--- config.mk ---
export PLATFORM = sky130hd
export DESIGN_NAME = icache
export DESIGN_NICKNAME = d
export VERILOG_FILES = /design/src/rtl/icache.sv
export SDC_FILE = /design/constraint.sdc
export NUM_CORES = 2
export LEC_CHECK = 0
export CAP_MARGIN = 25
export CORE_AREA = 3 3 572 574
export CTS_CLUSTER_DIAMETER = 50
export DETAILED_ROUTE_END_ITERATION = 10
export DIE_AREA = 0 0 575 577
export HOLD_SLACK_MARGIN = 0.12
export PLACE_DENSITY = 0.68
export SLEW_MARGIN = 20
export SYNTH_ARGS = -nofsm -noshare
export SYNTH_HDL_FRONTEND = slang
export SYNTH_MEMORY_MAX_BITS = 65536
export SYNTH_SLANG_ARGS = --single-unit
--- constraint.sdc ---
create_clock -name clk -period 4.52 [get_ports clk]
set_input_delay 0.904 -clock clk [delete_from_list [all_inputs] [get_ports clk]]
set_output_delay 0.904 -clock clk [all_outputs]
set_load 0.05 [all_outputs]
--- src/rtl/icache.sv ---
// rtl/icache.sv - direct-mapped instruction cache, 8 x 16-bit words per line, zero-cycle hit, in-order line fill
// Optional hit/miss counters enabled by defining ICACHE_STATS_EN.
module icache #(
  parameter int NUM_BLOCKS = 32
) (
  input  logic        clk,
  input  logic        rst_n,
  input  logic        cpu_req,
  input  logic [15:0] cpu_addr,
  output logic [15:0] cpu_instr,
  output logic        stall,
  input  logic        flush,
  output logic        mem_en,
  output logic [15:0] mem_addr,
  input  logic        mem_valid,
  input  logic [15:0] mem_data
`ifdef ICACHE_STATS_EN
  ,
  output logic [15:0] hit_cnt,
  output logic [15:0] miss_cnt
`endif
);

  localparam int IDX_W = $clog2(NUM_BLOCKS);
  localparam int TAG_W = 12 - IDX_W;

  typedef enum logic [1:0] {
    IDLE,
    FILL,
    DONE
  } state_t;

  state_t                 state;
  state_t                 state_nxt;
  logic [NUM_BLOCKS-1:0]  valid;
  logic [TAG_W-1:0]       tags [NUM_BLOCKS];
  logic [15:0]            data [NUM_BLOCKS*8];
  logic [15:0]            base;
  logic [2:0]             issue_cnt;
  logic [2:0]             recv_cnt;
  logic                   issue_done;
  logic                   flush_pend;

  logic [2:0]             req_off;
  logic [IDX_W-1:0]       req_idx;
  logic [TAG_W-1:0]       req_tag;
  logic [IDX_W-1:0]       fill_idx;
  logic [TAG_W-1:0]       fill_tag;
  logic [IDX_W+2:0]       rd_ptr;
  logic [IDX_W+2:0]       wr_ptr;
  logic                   hit;
  logic                   unused_bits;

  assign req_off     = cpu_addr[3:1];
  assign req_idx     = cpu_addr[4 +: IDX_W];
  assign req_tag     = cpu_addr[15 -: TAG_W];
  assign fill_idx    = base[4 +: IDX_W];
  assign fill_tag    = base[15 -: TAG_W];
  assign rd_ptr      = {req_idx, req_off};
  assign wr_ptr      = {fill_idx, recv_cnt};
  assign unused_bits = cpu_addr[0] ^ (|base[3:0]);

  assign hit = (state == IDLE) && valid[req_idx] && (tags[req_idx] == req_tag);

  // Everything visible to the pipeline and memory is forced quiet during reset.
  always_comb begin
    state_nxt = state;
    stall     = 1'b0;
    cpu_instr = 16'd0;
    mem_en    = 1'b0;
    mem_addr  = 16'd0;
    if (rst_n) begin
      case (state)
        IDLE: begin
          stall = cpu_req & ~hit;
          if (cpu_req && hit) begin
            cpu_instr = data[rd_ptr];
          end
          if (cpu_req && !hit) begin
            state_nxt = FILL;
          end
        end
        FILL: begin
          stall  = 1'b1;
          mem_en = ~issue_done;
          if (!issue_done) begin
            mem_addr = base + 16'({issue_cnt, 1'b0});
          end
          if (mem_valid && recv_cnt == 3'd7) begin
            state_nxt = DONE;
          end
        end
        DONE: begin
          stall     = 1'b1;
          state_nxt = IDLE;
        end
        default: begin
          state_nxt = IDLE;
        end
      endcase
    end
  end

  always_ff @(posedge clk) begin
    if (!rst_n) begin
      state      <= IDLE;
      valid      <= '0;
      base       <= 16'd0;
      issue_cnt  <= 3'd0;
      recv_cnt   <= 3'd0;
      issue_done <= 1'b0;
      flush_pend <= 1'b0;
    end else begin
      state <= state_nxt;
      case (state)
        IDLE: begin
          if (flush) begin
            valid <= '0;
          end
          if (cpu_req && !hit) begin
            base       <= cpu_addr & 16'hFFF0;
            issue_cnt  <= 3'd0;
            recv_cnt   <= 3'd0;
            issue_done <= 1'b0;
            flush_pend <= 1'b0;
          end
        end
        FILL: begin
          if (flush) begin
            flush_pend <= 1'b1;
          end
          if (!issue_done) begin
            issue_cnt <= issue_cnt + 3'd1;
            if (issue_cnt == 3'd7) begin
              issue_done <= 1'b1;
            end
          end
          if (mem_valid) begin
            recv_cnt <= recv_cnt + 3'd1;
          end
        end
        DONE: begin
          // A flush seen at any point of the fill discards the new line along with the rest.
          if (flush_pend || flush) begin
            valid <= '0;
          end else begin
            valid[fill_idx] <= 1'b1;
          end
          flush_pend <= 1'b0;
        end
        default: begin
          flush_pend <= 1'b0;
        end
      endcase
    end
  end

  always_ff @(posedge clk) begin
    if (rst_n && state == FILL && mem_valid) begin
      data[wr_ptr] <= mem_data;
    end
    if (rst_n && state == DONE) begin
      tags[fill_idx] <= fill_tag;
    end
  end

`ifdef ICACHE_STATS_EN
  always_ff @(posedge clk) begin
    if (!rst_n) begin
      hit_cnt  <= 16'd0;
      miss_cnt <= 16'd0;
    end else begin
      if (cpu_req && hit && hit_cnt != 16'hFFFF) begin
        hit_cnt <= hit_cnt + 16'd1;
      end
      if (state == IDLE && cpu_req && !hit && miss_cnt != 16'hFFFF) begin
        miss_cnt <= miss_cnt + 16'd1;
      end
    end
  end
`endif

endmodule

==> results by group <==
Floorplanning
  • Site row count: 209
  • DIE WIDTH: 575 um
  • Initial Util: 0.519
  • Core area: 323,000 um^2
  • Die area: 332,000 um^2
  • IO Pins: 71
  • Die H: 577 um

Setup path
  • Flop2flop setup slack: 1280 ps
  • Crit path max-delay family: multiplexers
  • Critical Path Fanout Max: 8
  • Critical path required time: 3620 ps
  • Slowest CP cell: mux4_2
  • Worst Path Arrival: 4240 ps
  • CP max stage delay: 600 ps
  • Cell mode on critical path: mux4_2
  • CP bufs+invs: 6
  • CP Class: in2out
  • Worst setup EP type: output port
  • Crit path cell chain: buf_16 > buf_12 > buf_12 > buf_12 > buf_16 > mux4_2 > mux4_2 > mux4_2 > mux4_2 > nor2b_4 > buf_8
  • Startpoint types: input port

Power and ir drop
  • Pleak: 62.6 nW
  • Max VDD drop: 0.000396 V
  • PD cells: 441 nW/um^2

Clocking
  • H-tree depth: 5
  • Cts hold-fix bufs: 0
  • Reg clk slew, reported paths: 60 ps
  • Clk Tree Root Cell: clkbuf_16
  • Total CTS buffers: 451
  • Clock Path Buffers: 4
  • Clock latency on the worst-skew pair: 1000 ps
  • CTS tree: done
  • Sink Count: 4,374

Detailed routing
  • Vias: 78,662
  • Antenna-violating nets left: 0
  • Residual DRC: 0
  • Routed wire length: 403,000 um
  • Initial DRC Count: 10,699
  • Routed wire per std cell: 32.0 um
  • Vias per cell: 6.25
  • Number of iterations in the first detailed-routing pass: 7

Hold path
  • Hold Path Class: reg2reg

Place
  • DP Wirelength: 252,000 um
  • Gpl congestion: 0.837
  • IO buf count: 68
  • Pre-CTS setup slack: -842 ps

STA
  • Final setup fails: 16
  • Worst Clk Skew: 51.0 ps
  • Setup ws final: -627 ps
  • Max_slew headroom: 0.181
  • Clock period minus worst slack: 5150 ps
  • Final period util: 1.14
  • Max Fclk: 0.194 GHz
  • Slew @ Worst Pin: 1230 ps
  • Final Hold Fails: 0
  • Slew Limit Fails: 0
  • Worst hold slack: 468 ps
  • RSZ-0062 raised after global routing: true

Final layout
  • Multi-input gate area: 35,500 um^2
  • Area Overhead vs Synth: 17.6%
  • Final nets: 7,912
  • Register area: 131,000 um^2
  • Filler Cell Count: 21,547
  • Final core occ: 0.610
  • Share of cells above drive strength 1: 0.375

Synthesis
  • Synthesis-stage register bit count: 4,374
  • Most used DFF post-synth: edfxtp_1
  • Syn avg cell area: 24.5 um^2
  • Syn_nets: 6,888
  • Post-Syn Area: 168,000 um^2
  • Synth Warn #: 0
  • Post-synthesis cell type count: 51
  • Synth async-reset ratio: 0
  • EDFF count, synth: 4,320
  • Cells after synthesis: 6,840
  • Register area share after synthesis: 0.780

GRT
  • Overflow after GRT: 0
  • First-pass GRT wire length: 582,000 um
  • Vias in the first global route: 80,030
  • Total track usage: 0.244
  • Initial antenna violation count: 23
  • Largest net degree at the start of global routing: 134

Flow run
  • Max_cap viols: 0

Outcome
  • Failing checks: setup timing
  • Status: finished, violations left
worst reg2reg max path, delay by kind of cell, from the launching register on:
family | cells | cell delay [ps]
buf+inv | 3 | 640
flops | 1 | 340
simple gates | 4 | 1770
fa+ha+maj | 1 | 150
repair_timing:
item / in CTS / in global routing
gates resized for setup: 123 / 20
gates cloned: 21 / 4
setup buffers: 51 / 17
setup endpoints to repair: 17 / 17
pin swaps: 1 / 1
hold endpoints to repair: 0 / 0
metal layers:
metal	global-route usage	share of wire	vias to the layer above
met5	0	0.00014	-
met4	0.0764	0.035	8
met3	0.0518	0.096	646
met2	0.384	0.48	3865
met1	0.347	0.39	42404
li1	-	-	31739
power breakdown:
group	switching, mW	internal [mW]	total [mW]	leakage [nW]
sequential	0.0396	44.6	44.7	39.3
combinational	2.72	2.10	4.82	16.0
clock	15.5	22.1	37.6	7.38
cells in the final DEF (no fill, tap or decap), drive strengths merged, types with 3 or more instances in the layout:
master | netlist | final
diode | 0 | 15
a21oi | 36 | 36
o21ai | 3 | 3
nand3b | 3 | 3
clkbuf | 235 | 540
nand4b | 5 | 5
nand2b | 12 | 12
o22ai | 23 | 23
nor3 | 13 | 13
a31oi | 3 | 3
nor4 | 10 | 10
clkdlybuf4s50 | 0 | 11
clkinv | 0 | 203
and2 | 5 | 5
bufinv | 0 | 63
xor2 | 5 | 5
mux2 | 12 | 12
mux2i | 20 | 20
nand2 | 36 | 36
dfxtp | 54 | 54
ha | 11 | 11
inv | 7 | 38
and3 | 19 | 19
mux4 | 1418 | 1418
nor2 | 346 | 346
nand4 | 8 | 8
nand3 | 16 | 16
buf | 154 | 927
nor3b | 3 | 3
nor2b | 40 | 40
edfxtp | 4320 | 4320
clkinvlp | 0 | 18
synthesized netlist by cell type, types with 9 or more instances:
master | count | area, um^2
edfxtp_1 | 4320 | 130000
buf_1 | 68 | 255
nor4_1 | 9 | 56.3
a21oi_1 | 36 | 180
clkbuf_1 | 235 | 882
buf_2 | 78 | 390
nand3_1 | 16 | 80.1
o22ai_1 | 23 | 144
ha_1 | 11 | 138
nor2_1 | 346 | 1300
nand2b_1 | 12 | 75.1
mux4_2 | 1418 | 31900
mux2_2 | 12 | 135
nand2_1 | 36 | 135
nor2b_1 | 40 | 250
nor3_1 | 13 | 65.1
and3_1 | 19 | 119
dfxtp_1 | 54 | 1080
mux2i_1 | 20 | 200
final cells by class:
class,instances,area share
Sequential cell,4374,0.663
Multi-Input combinational cell,2070,0.180
Clock buffer,520,0.0589
Timing Repair Buffer,960,0.0522
Tap cell,4325,0.0274
Clock inverter,315,0.0179
Antenna cell,15,0.000190
Inverter,7,0.000133
worst paths after layout:
kind	start	endpoint	cells past startpoint
worst max register to register	state[1]	data[140][6]	8
worst min register to register	valid[12]	valid[12]	2
worst max-delay path	cpu_addr[1]	cpu_instr[10]	11
worst min-delay path	valid[12]	valid[12]	2
registers in the layout (all words and copies together) (netlist names):
register	flops
state	2
valid	32
base	12
issue_done	1
recv_cnt	3
data	4096
issue_cnt	3
flush_pend	1
tags	224
stage by stage:
stage	area (um^2)	instances	setup TNS, ps	total power, mW
finish	197000	12586	-9220	87.1
global route	197000	12573	-9410	89.4
CTS	197000	12552	-9430	87.6
detailed placement	180000	11649	-12650	50.1
global placement	180000	11649	-12480	50.0
floorplan	168000	6840	-338	47.9
cell families after synthesis:
logic type / Yosys count / share of synthesized area
AO/OA/AOI/OAI: 80 / 0.00292
flip-flops: 4374 / 0.780
adder cells (fa/ha/maj): 11 / 0.000821
buffers and inverters: 396 / 0.00971
multiplexers: 1450 / 0.192
other: 1 / 0.0000224
XOR/XNOR: 7 / 0.000366
AND/OR/NAND/NOR: 521 / 0.0137
(Power assumes the default switching activity.)
